$ cat config.mk
export PLATFORM = sky130hd
export DESIGN_NAME = cap_sort_select
export DESIGN_NICKNAME = d
export VERILOG_FILES = /design/src/rtl/cap_sort_select.sv
export SDC_FILE = /design/constraint.sdc
export NUM_CORES = 1
export LEC_CHECK = 0
export CORE_MARGIN = 2
export CORE_UTILIZATION = 30
export DETAILED_ROUTE_END_ITERATION = 8
export MAX_ROUTING_LAYER = met4
export SLEW_MARGIN = 20
export SYNTH_ARGS = -nofsm -noshare
export SYNTH_HDL_FRONTEND = slang
export SYNTH_SLANG_ARGS = --single-unit
$ cat constraint.sdc
create_clock -name clk -period 3.7 [get_ports clk]
set_clock_uncertainty 0.15 [all_clocks]
set_input_delay 0.555 -clock clk [delete_from_list [all_inputs] [get_ports clk]]
set_output_delay 0.555 -clock clk [all_outputs]
set_load 0.05 [all_outputs]
$ cat src/rtl/cap_sort_select.sv
// cap_sort_select: odd-even transposition sort of N_SM capacitor voltages, emits insertion mask + clamped count; ports clk, rst, start, vcap_flat, n_insert, i_dir -> busy, done, sel_mask, r_out (+ ov_mask when CAP_SORT_OVLIM_EN is defined)
module cap_sort_select #(
  parameter int N_SM = 5,
  parameter int VW = 12,
  parameter logic [VW-1:0] VMAX = VW'(4000),
  localparam int RW = $clog2(N_SM + 1)
) (
  input  logic             clk,
  input  logic             rst,
  input  logic             start,
  input  logic [N_SM*VW-1:0] vcap_flat,
  input  logic [RW-1:0]    n_insert,
  input  logic             i_dir,
  output logic             busy,
  output logic             done,
  output logic [N_SM-1:0]  sel_mask,
  output logic [RW-1:0]    r_out
`ifdef CAP_SORT_OVLIM_EN
  ,
  output logic [N_SM-1:0]  ov_mask
`endif
);
  localparam int IW = $clog2(N_SM);
`ifdef CAP_SORT_OVLIM_EN
  localparam int KW = VW + 1;
`else
  localparam int KW = VW;
`endif
  typedef enum logic [1:0] {IDLE, SORT, SELECT} state_t;
  state_t state_q;
  logic [KW-1:0] key_q [N_SM];
  logic [KW-1:0] key_d [N_SM];
  logic [IW-1:0] idx_q [N_SM];
  logic [IW-1:0] idx_d [N_SM];
  logic [RW-1:0] phase_q, n_q, k;
  logic dir_q;
  logic [N_SM-1:0] mask_d;
`ifdef CAP_SORT_OVLIM_EN
  logic [N_SM-1:0] ov_d;
`endif
  always_comb begin
    key_d = key_q;
    idx_d = idx_q;
    // strict compares leave equal keys in place, keeping lower SM index first
    for (int p = 0; p < N_SM - 1; p++)
      if (p[0] == phase_q[0] && (dir_q ? key_q[p] > key_q[p+1] : key_q[p] < key_q[p+1])) begin
        key_d[p] = key_q[p+1];
        key_d[p+1] = key_q[p];
        idx_d[p] = idx_q[p+1];
        idx_d[p+1] = idx_q[p];
      end
    k = (n_q > RW'(N_SM)) ? RW'(N_SM) : n_q;
    mask_d = '0;
`ifdef CAP_SORT_OVLIM_EN
    ov_d = '0;
`endif
    for (int j = 0; j < N_SM; j++) begin
      if (RW'(j) < k) mask_d[idx_q[j]] = 1'b1;
`ifdef CAP_SORT_OVLIM_EN
      ov_d[idx_q[j]] = key_q[j][KW-1];
`endif
    end
  end
  always_ff @(posedge clk) begin
    if (rst) begin
      state_q <= IDLE;
      busy <= 1'b0;
      done <= 1'b0;
      sel_mask <= '0;
      r_out <= '0;
      phase_q <= '0;
      n_q <= '0;
      dir_q <= 1'b0;
`ifdef CAP_SORT_OVLIM_EN
      ov_mask <= '0;
`endif
      for (int i = 0; i < N_SM; i++) begin
        key_q[i] <= '0;
        idx_q[i] <= '0;
      end
    end else begin
      done <= 1'b0;
      case (state_q)
        IDLE: if (start) begin
          for (int i = 0; i < N_SM; i++) begin
`ifdef CAP_SORT_OVLIM_EN
            // over-voltage flag as key MSB ranks such SMs above all normal ones
            key_q[i] <= {vcap_flat[i*VW +: VW] > VMAX, vcap_flat[i*VW +: VW]};
`else
            key_q[i] <= vcap_flat[i*VW +: VW];
`endif
            idx_q[i] <= IW'(i);
          end
          n_q <= n_insert;
          dir_q <= i_dir;
          phase_q <= '0;
          busy <= 1'b1;
          state_q <= SORT;
        end
        SORT: begin
          key_q <= key_d;
          idx_q <= idx_d;
          phase_q <= phase_q + 1'b1;
          if (phase_q == RW'(N_SM - 1)) state_q <= SELECT;
        end
        SELECT: begin
          sel_mask <= mask_d;
          r_out <= k;
`ifdef CAP_SORT_OVLIM_EN
          ov_mask <= ov_d;
`endif
          done <= 1'b1;
          busy <= 1'b0;
          state_q <= IDLE;
        end
        default: state_q <= IDLE;
      endcase
    end
  end
endmodule

Word level (Yosys, flattened, before mapping)
Cells that the tools add are included.

storage, ports and cells
  flip-flop bits (word level) = 94
  input bits = 67
  output and inout port bits = 10
  logic and storage cells = 119

cells by class
  add/sub/neg operators = 1
  $lt $le $gt $ge = 24
  equality and inequality tests = 10
  muxes and demuxes = 40
  bitwise operators = 5
  reductions and logical operators = 21

operators by type and width
  cell                                                                                 count
  60-bit one-hot mux with 2 select lines                                               1
  24-bit 2-to-1 mux                                                                    4
  60-bit 2-to-1 mux                                                                    1
  12-bit greater-than comparator                                                       4
  12-bit < comparator                                                                  4
  15-bit one-hot mux with 2 select lines                                               1
  5-bit 2-to-1 mux                                                                     5
  6-bit 2-to-1 mux                                                                     4
  3-bit by 4-bit < comparator with 1-bit output, second input constant                 5
  5-bit bitwise OR                                                                     4
  1-bit demux with 3-bit select                                                        5
  3-bit by 1-bit greater-or-equal comparator with 1-bit output, second input constant  5
  15-bit 2-to-1 mux                                                                    1
  3-bit AND reduction                                                                  5
  1-bit 2-to-1 mux                                                                     11
  1-bit logical AND                                                                    9
  3-bit != test, second input constant                                                 3
  2-bit != test, second input constant                                                 4
  2-bit AND reduction                                                                  4
  1-bit by 3-bit < comparator with 1-bit output, first input constant                  2
  2-bit by 3-bit < comparator with 1-bit output, first input constant                  2
  3-bit 2-to-1 mux                                                                     2
  3-bit one-hot mux with 2 select lines                                                1
  2-bit 2-to-1 mux                                                                     2
  11 further kinds                                                                     12

Logic depth before layout (Yosys ltp)
  depth after elaboration = 13
  depth in mapped cells = 13
  depth with buffers taken out = 10

Worst setup path before layout
OpenSTA, ideal clock, no wires.

  path type = reg2reg
  start point = reg key_q[19] (netlist name)
  end point = reg key_q[12] (netlist name)
  library setup time = 0.070 ns
  arrival = 2.940 ns
  required time = 3.480 ns
  setup slack = 0.540 ns
  stages on the path, launching flop included = 12
  path buffers = 1
  period minus slack after synthesis = 3.160 ns
  path through = dfxtp_1 -> inv_1 -> ha_1 -> and3_4 -> a221o_1 -> a221o_1 -> nor2_4 -> mux2_2 -> o311ai_1 -> clkbuf_1 -> o211ai_1 -> a21oi_1

between the ends
  word-level cells in the longest chain between the ends = 5
  elaborated cells between the ends (all ways) = 12
  those cells by class = 4 x order compare; 1 x eq/ne; 4 x mux; 3 x reduce/logical

ends and longest elaborated chain
  what                                                                                                   RTL line  text
  start, declared                                                                                        31        logic [KW-1:0] key_q [N_SM];
  start signal, assigned by index                                                                        90        key_q[i] <= vcap_flat[i*VW +: VW];
  start signal, assigned                                                                                 101       key_q <= key_d;
  12-bit < comparator / 12-bit greater-than comparator (equally long branches)                           46        if (p[0] == phase_q[0] && (dir_q ? key_q[p] > key_q[p+1] : key_q[p] < key_q[p+1])) begin
  1-bit 2-to-1 mux                                                                                       46
  1-bit logical AND                                                                                      46
  3-bit != test (no source line) / 24-bit 2-to-1 mux (equally long branches)                             -
  3-bit AND reduction (no source line) / 60-bit one-hot mux with 2 select lines (equally long branches)  -

Parallel ways exist; a longest one is shown, timed or not. The select of a mux whose other input is x is not followed.
A chain may end at the register's enable or synchronous reset.

Worst setup path in the final report
  start point = reg key_q[19] (netlist name)
  end point = reg key_q[24] (netlist name)

between the ends
  word-level cells in the longest chain between the ends = 5
  elaborated cells between the ends (all ways) = 8
  those cells by class = 2 x order compare; 1 x eq/ne; 3 x mux; 2 x reduce/logical

ends and longest elaborated chain
  what                                                                                                   RTL line
  12-bit < comparator / 12-bit greater-than comparator (equally long branches)                           46
  1-bit 2-to-1 mux (*)                                                                                   46
  1-bit logical AND (*)                                                                                  46
  3-bit != test (no source line) / 24-bit 2-to-1 mux (equally long branches)                             -
  3-bit AND reduction (no source line) / 60-bit one-hot mux with 2 select lines (equally long branches)  -

Every way passes the cells marked *; elsewhere a longest branch is shown, timed or not. The select of a mux whose other input is x is not followed.

==> impl.org <==
** Power and ir drop
- Of the total power, registers draw between 30% and 40%.
- Combinational power share :: a little under half
- Share of total power consumed by net switching :: approximately two fifths
- Overall power after layout :: ~4.4 mW
- Summed over all nets, the switching power comes to between 1.5 and 2 mW.
- Power spread over the standard cell area amounts to around 610 nW/um^2.
- Clk network pwr share :: about 22%
- Cell internal power was estimated by the tool at 2.628 mW.
- The analysis attributes to cell leakage a power of between 2 and 3 nW.
- Across the VDD grid, the largest voltage drop is approximately 350 uV.

** Setup path
- Critical path peak fanout :: 27
- The worst setup path is captured at a flip-flop.
- Kind of cell adding the most delay to the critical path :: compound AO/OA/AOI/OAI gates
- In this design, the critical path's most frequently occurring cell is a221o_1.
- The setup path with the least slack is of type flip-flop to flip-flop.
- Crit start category :: flip-flop
- Slowest stage cell, crit path :: o31a_1
- Data arrival time of the worst path :: around 3.5 ns
- Maximum single-stage delay on the critical path :: 0.47 ns
- At the worst endpoint, the required time is around 3.9 ns.
- Counting both buffers and inverters, the worst setup path holds a total of 1.
- Traced cell by cell, the critical path runs through inv_1 -> ha_1 -> and3_4 -> a221o_1 -> a221o_1 -> or4_4 -> nand2_4 -> o31a_1 -> a22o_1.

** Logic synthesis
- The share of synthesized area in the top cell type comes to about a third.
- In the synthesized netlist the dominant register cell turns out to be dfxtp_1.
- Synth unique cells :: roughly 60
- dfxtp_1 takes more of the synthesized area than any other cell.
- The Yosys step of the flow raised 0 warnings.
- Share of the synthesized area in compound gates (AO/OA/AOI/OAI) :: 25.79%
- By area the synthesized netlist is led by dfxtp_1 (32%), ha_1 (11%), nand2_1 (6.0%), nor2_1 (5.8%), inv_1 (4.4%).
- Summing the areas of all and, or, nand and nor instances in the mapped netlist gives about 21% of the synthesized area.
- Post-synthesis share of cell area spent on xor and xnor gates :: less than 1%
- Async set-reset flop share out of synthesis :: 0%
- Synthesis produced a netlist with a net count of 861.
- The synthesized netlist devotes between 10% and 20% of its cell area to adder and majority cells.
- Combinational family with the most area after synthesis :: compound AO/OA/AOI/OAI gates
- Share of synthesized area spent on multiplexers :: ~1.5%
- Post-synthesis instance area :: slightly below 6000 sq um
- In the synthesized netlist, the number of instances is approximately 740.
- Number of synthesized flops with an enable pin :: 0
- A synthesized cell averages just under 8 sq um.
- The synthesized design contains 94 register bits.
- The share of the Yosys chip area taken by registers is roughly a third.

** Detailed routing
- Routed wire length :: about 17000 microns
- Dividing the detail-routed wire length by the instance count gives 15.69 microns.
- ANT nets after route :: 0
- The detailed router placed around 5500 vias in this run.
- DRC violations left :: 0
- For this run, the detailed router's first-pass iteration total came to 5.
- In this run, the number of DRC markers left after iteration 0 of detailed routing was about 330.
- Using the TritonRoute via totals, the vias-per-cell ratio works out to 5.152.

** Timing
- After layout, the worst path uses about nine tenths of the clock period.
- Hold slack final :: 0.3085 ns
- The smallest clock period supported by the final layout is computed as 3.338 ns.
- The final-report hold violation count came to 0.
- In this run the tightest slew margin relative to its limit is 44.42%.
- Maximum operating frequency :: 299.6 MHz
- At the pin with the least slew margin, the transition time is 0.8319 ns.
- RSZ-0062 raised after global routing :: no
- The total count of max-transition violations in the final report was 0.
- Final setup slack of the worst path :: 0.3623 ns
- Final setup violation count :: 0
- Final sum of negative setup slack :: 0 ns

** Clock tree
- For this design, the CTS-stage hold fixing added 0 buffers.
- Clock-pin slew on the worst setup and hold paths :: 0.07 ns
- TritonCTS clock tree :: built
- Sink count of the clock tree :: 94
- The H-tree was split into 3 levels.
- The later pin in the worst-skew pair is clocked with a latency of roughly 0.36 ns.
- Post-CTS setup repair buffer count :: 0
- In this run, CTS created clock tree buffers numbering 9.
- Maximum buffer depth of the clock tree :: 2
- CTS resizes :: 0
- Buffer type at the clock tree root :: clkbuf_16

** Run
- Across the run, the number of max-cap violations was 0.

** Die
- In this run the horizontal extent of the chip is 143.5 microns.
- Row cnt :: 51
- The floorplan step defined a die boundary enclosing ~20000 sq um.
- Once the floorplan was initialized, standard cells occupied around 30% of the core.
- Core Region :: around 19000 sq um
- The die is approximately 140 microns tall.
- Num ports :: between 70 and 80

** Global route
- Grt total ovfl :: 0
- The initial antenna violation count was 0.
- The via count of the first global-routing pass is between 5000 and 6000.
- Wire length of the first global-routing pass :: about 28000 microns
- Maximum number of pins on one net before global-route repair :: ~70
- In the global route stage, overall resource usage came out at between 10% and 20%.

** Final layout
- Final std cells w/o fill :: 1077
- Leading cell types in the layout, fill and taps excluded :: dfxtp_1 (94), nand2_1 (93), nor2_1 (89)
- Final cell area excluding filler cells :: just over 7000 sq um
- Compared with the post-synthesis result, the final layout area differs by 23.41%.
- Combined area of the multi-input logic cells :: 3496 sq um
- Register cell area after layout :: around 1900 sq um
- Fill cells in the final layout number between 2000 and 2500.
- Final standard cell utilization of the core :: 37.41%
- The library cell used most frequently in the layout, excluding fill and tap cells, is dfxtp_1.
- Final Net Count :: roughly 920
- Count of antenna diodes in the layout :: 0
- Layout cells sized above 1 :: approximately 7.1%

** Placement
- Summing all placed instances gives a cell area of 6898 sq um.
- Pre-CTS WS :: 0.3551 ns
- In this run, placement finished with an instance count of ~1100.
- Routability cong. :: approximately 0.9
- # port buffers :: 76
- HPWL Detailed :: between 10000 and 15000 microns

** Status
- The run finished with clean final reports.

** Worst hold path
- Path class of the lowest-slack min-delay path :: flip-flop to flip-flop
sequential cells by signal (all words and copies together), names as in the netlist:
| name | flops |
|---|---|
| n_q | 3 |
| r_out | 3 |
| busy | 1 |
| state_q | 2 |
| key_q | 60 |
| dir_q | 1 |
| done | 1 |
| phase_q | 3 |
| sel_mask | 5 |
| idx_q | 15 |
Yosys cell counts, drive strengths merged, types with 3 or more instances:
master	n
a211o	3
a211oi	9
a21o	6
a21oi	48
a221o	10
a221oi	3
a22o	13
a22oi	3
a311oi	20
a31oi	7
a32o	14
and2	5
buf	12
clkbuf	36
dfxtp	94
ha	50
inv	68
mux2	4
mux2i	4
nand2	94
nand2b	13
nand3	18
nand4	8
nor2	91
nor2b	8
nor3	9
nor4	16
o211ai	26
o21ai	13
o221ai	14
power groups by stage:
stage	clock network (mW)	logic, mW	registers (mW)
after floorplan	0	1.50	1.39
after global placement	0	1.96	1.45
after detailed placement	0	1.99	1.46
after CTS	0.999	2.00	1.43
after global routing	1.04	2.25	1.47
final	0.976	1.99	1.44
final cells by class:
| class | count | share of cell area [%] |
|---|---|---|
| repair buffers | 100 | 12.98 |
| clock buffers | 11 | 3.506 |
| multi-input cells | 534 | 48.49 |
| clock inverters | 5 | 0.7810 |
| inverters | 68 | 3.540 |
| well taps | 265 | 4.599 |
| flip-flops and latches | 94 | 26.10 |
final timing paths:
| kind | from | endpoint | slack [ns] | cells past startpoint |
|---|---|---|---|---|
| worst max-delay path | key_q[19] | key_q[24] | 0.36 | 9 |
| worst max register to register | key_q[19] | key_q[24] | 0.36 | 9 |
| worst min-delay path | r_out[2] | r_out[2] | 0.31 | 2 |
| worst min register to register | r_out[2] | r_out[2] | 0.31 | 2 |
worst reg2reg max path, stage by stage (launching register included):
cell	delay, ns
dfxtp_1	0.39
inv_1	0.08
ha_1	0.31
and3_4	0.19
a221o_1	0.33
a221o_1	0.42
or4_4	0.46
nand2_4	0.27
o31a_1	0.47
a22o_1	0.21
logic make-up (layout without fill, tap and decap cells):
| group | count (synthesis) | count (layout) |
|---|---|---|
| AND/OR/NAND/NOR | 274 | 274 |
| AO/OA/AOI/OAI | 201 | 201 |
| buffers and inverters | 116 | 184 |
| flip-flops | 94 | 94 |
| adder cells (fa/ha/maj) | 50 | 50 |
| multiplexers | 8 | 8 |
| XOR/XNOR | 1 | 1 |
routing by layer:
metal,vias up,share of wire [%],track usage [%]
met4,0,1.8,5.882
met5,-,0,-
met1,2571,50,24.03
li1,2828,-,-
met2,132,44,26.59
met3,18,4.6,2.566
Power figures use the tool's default switching activity.
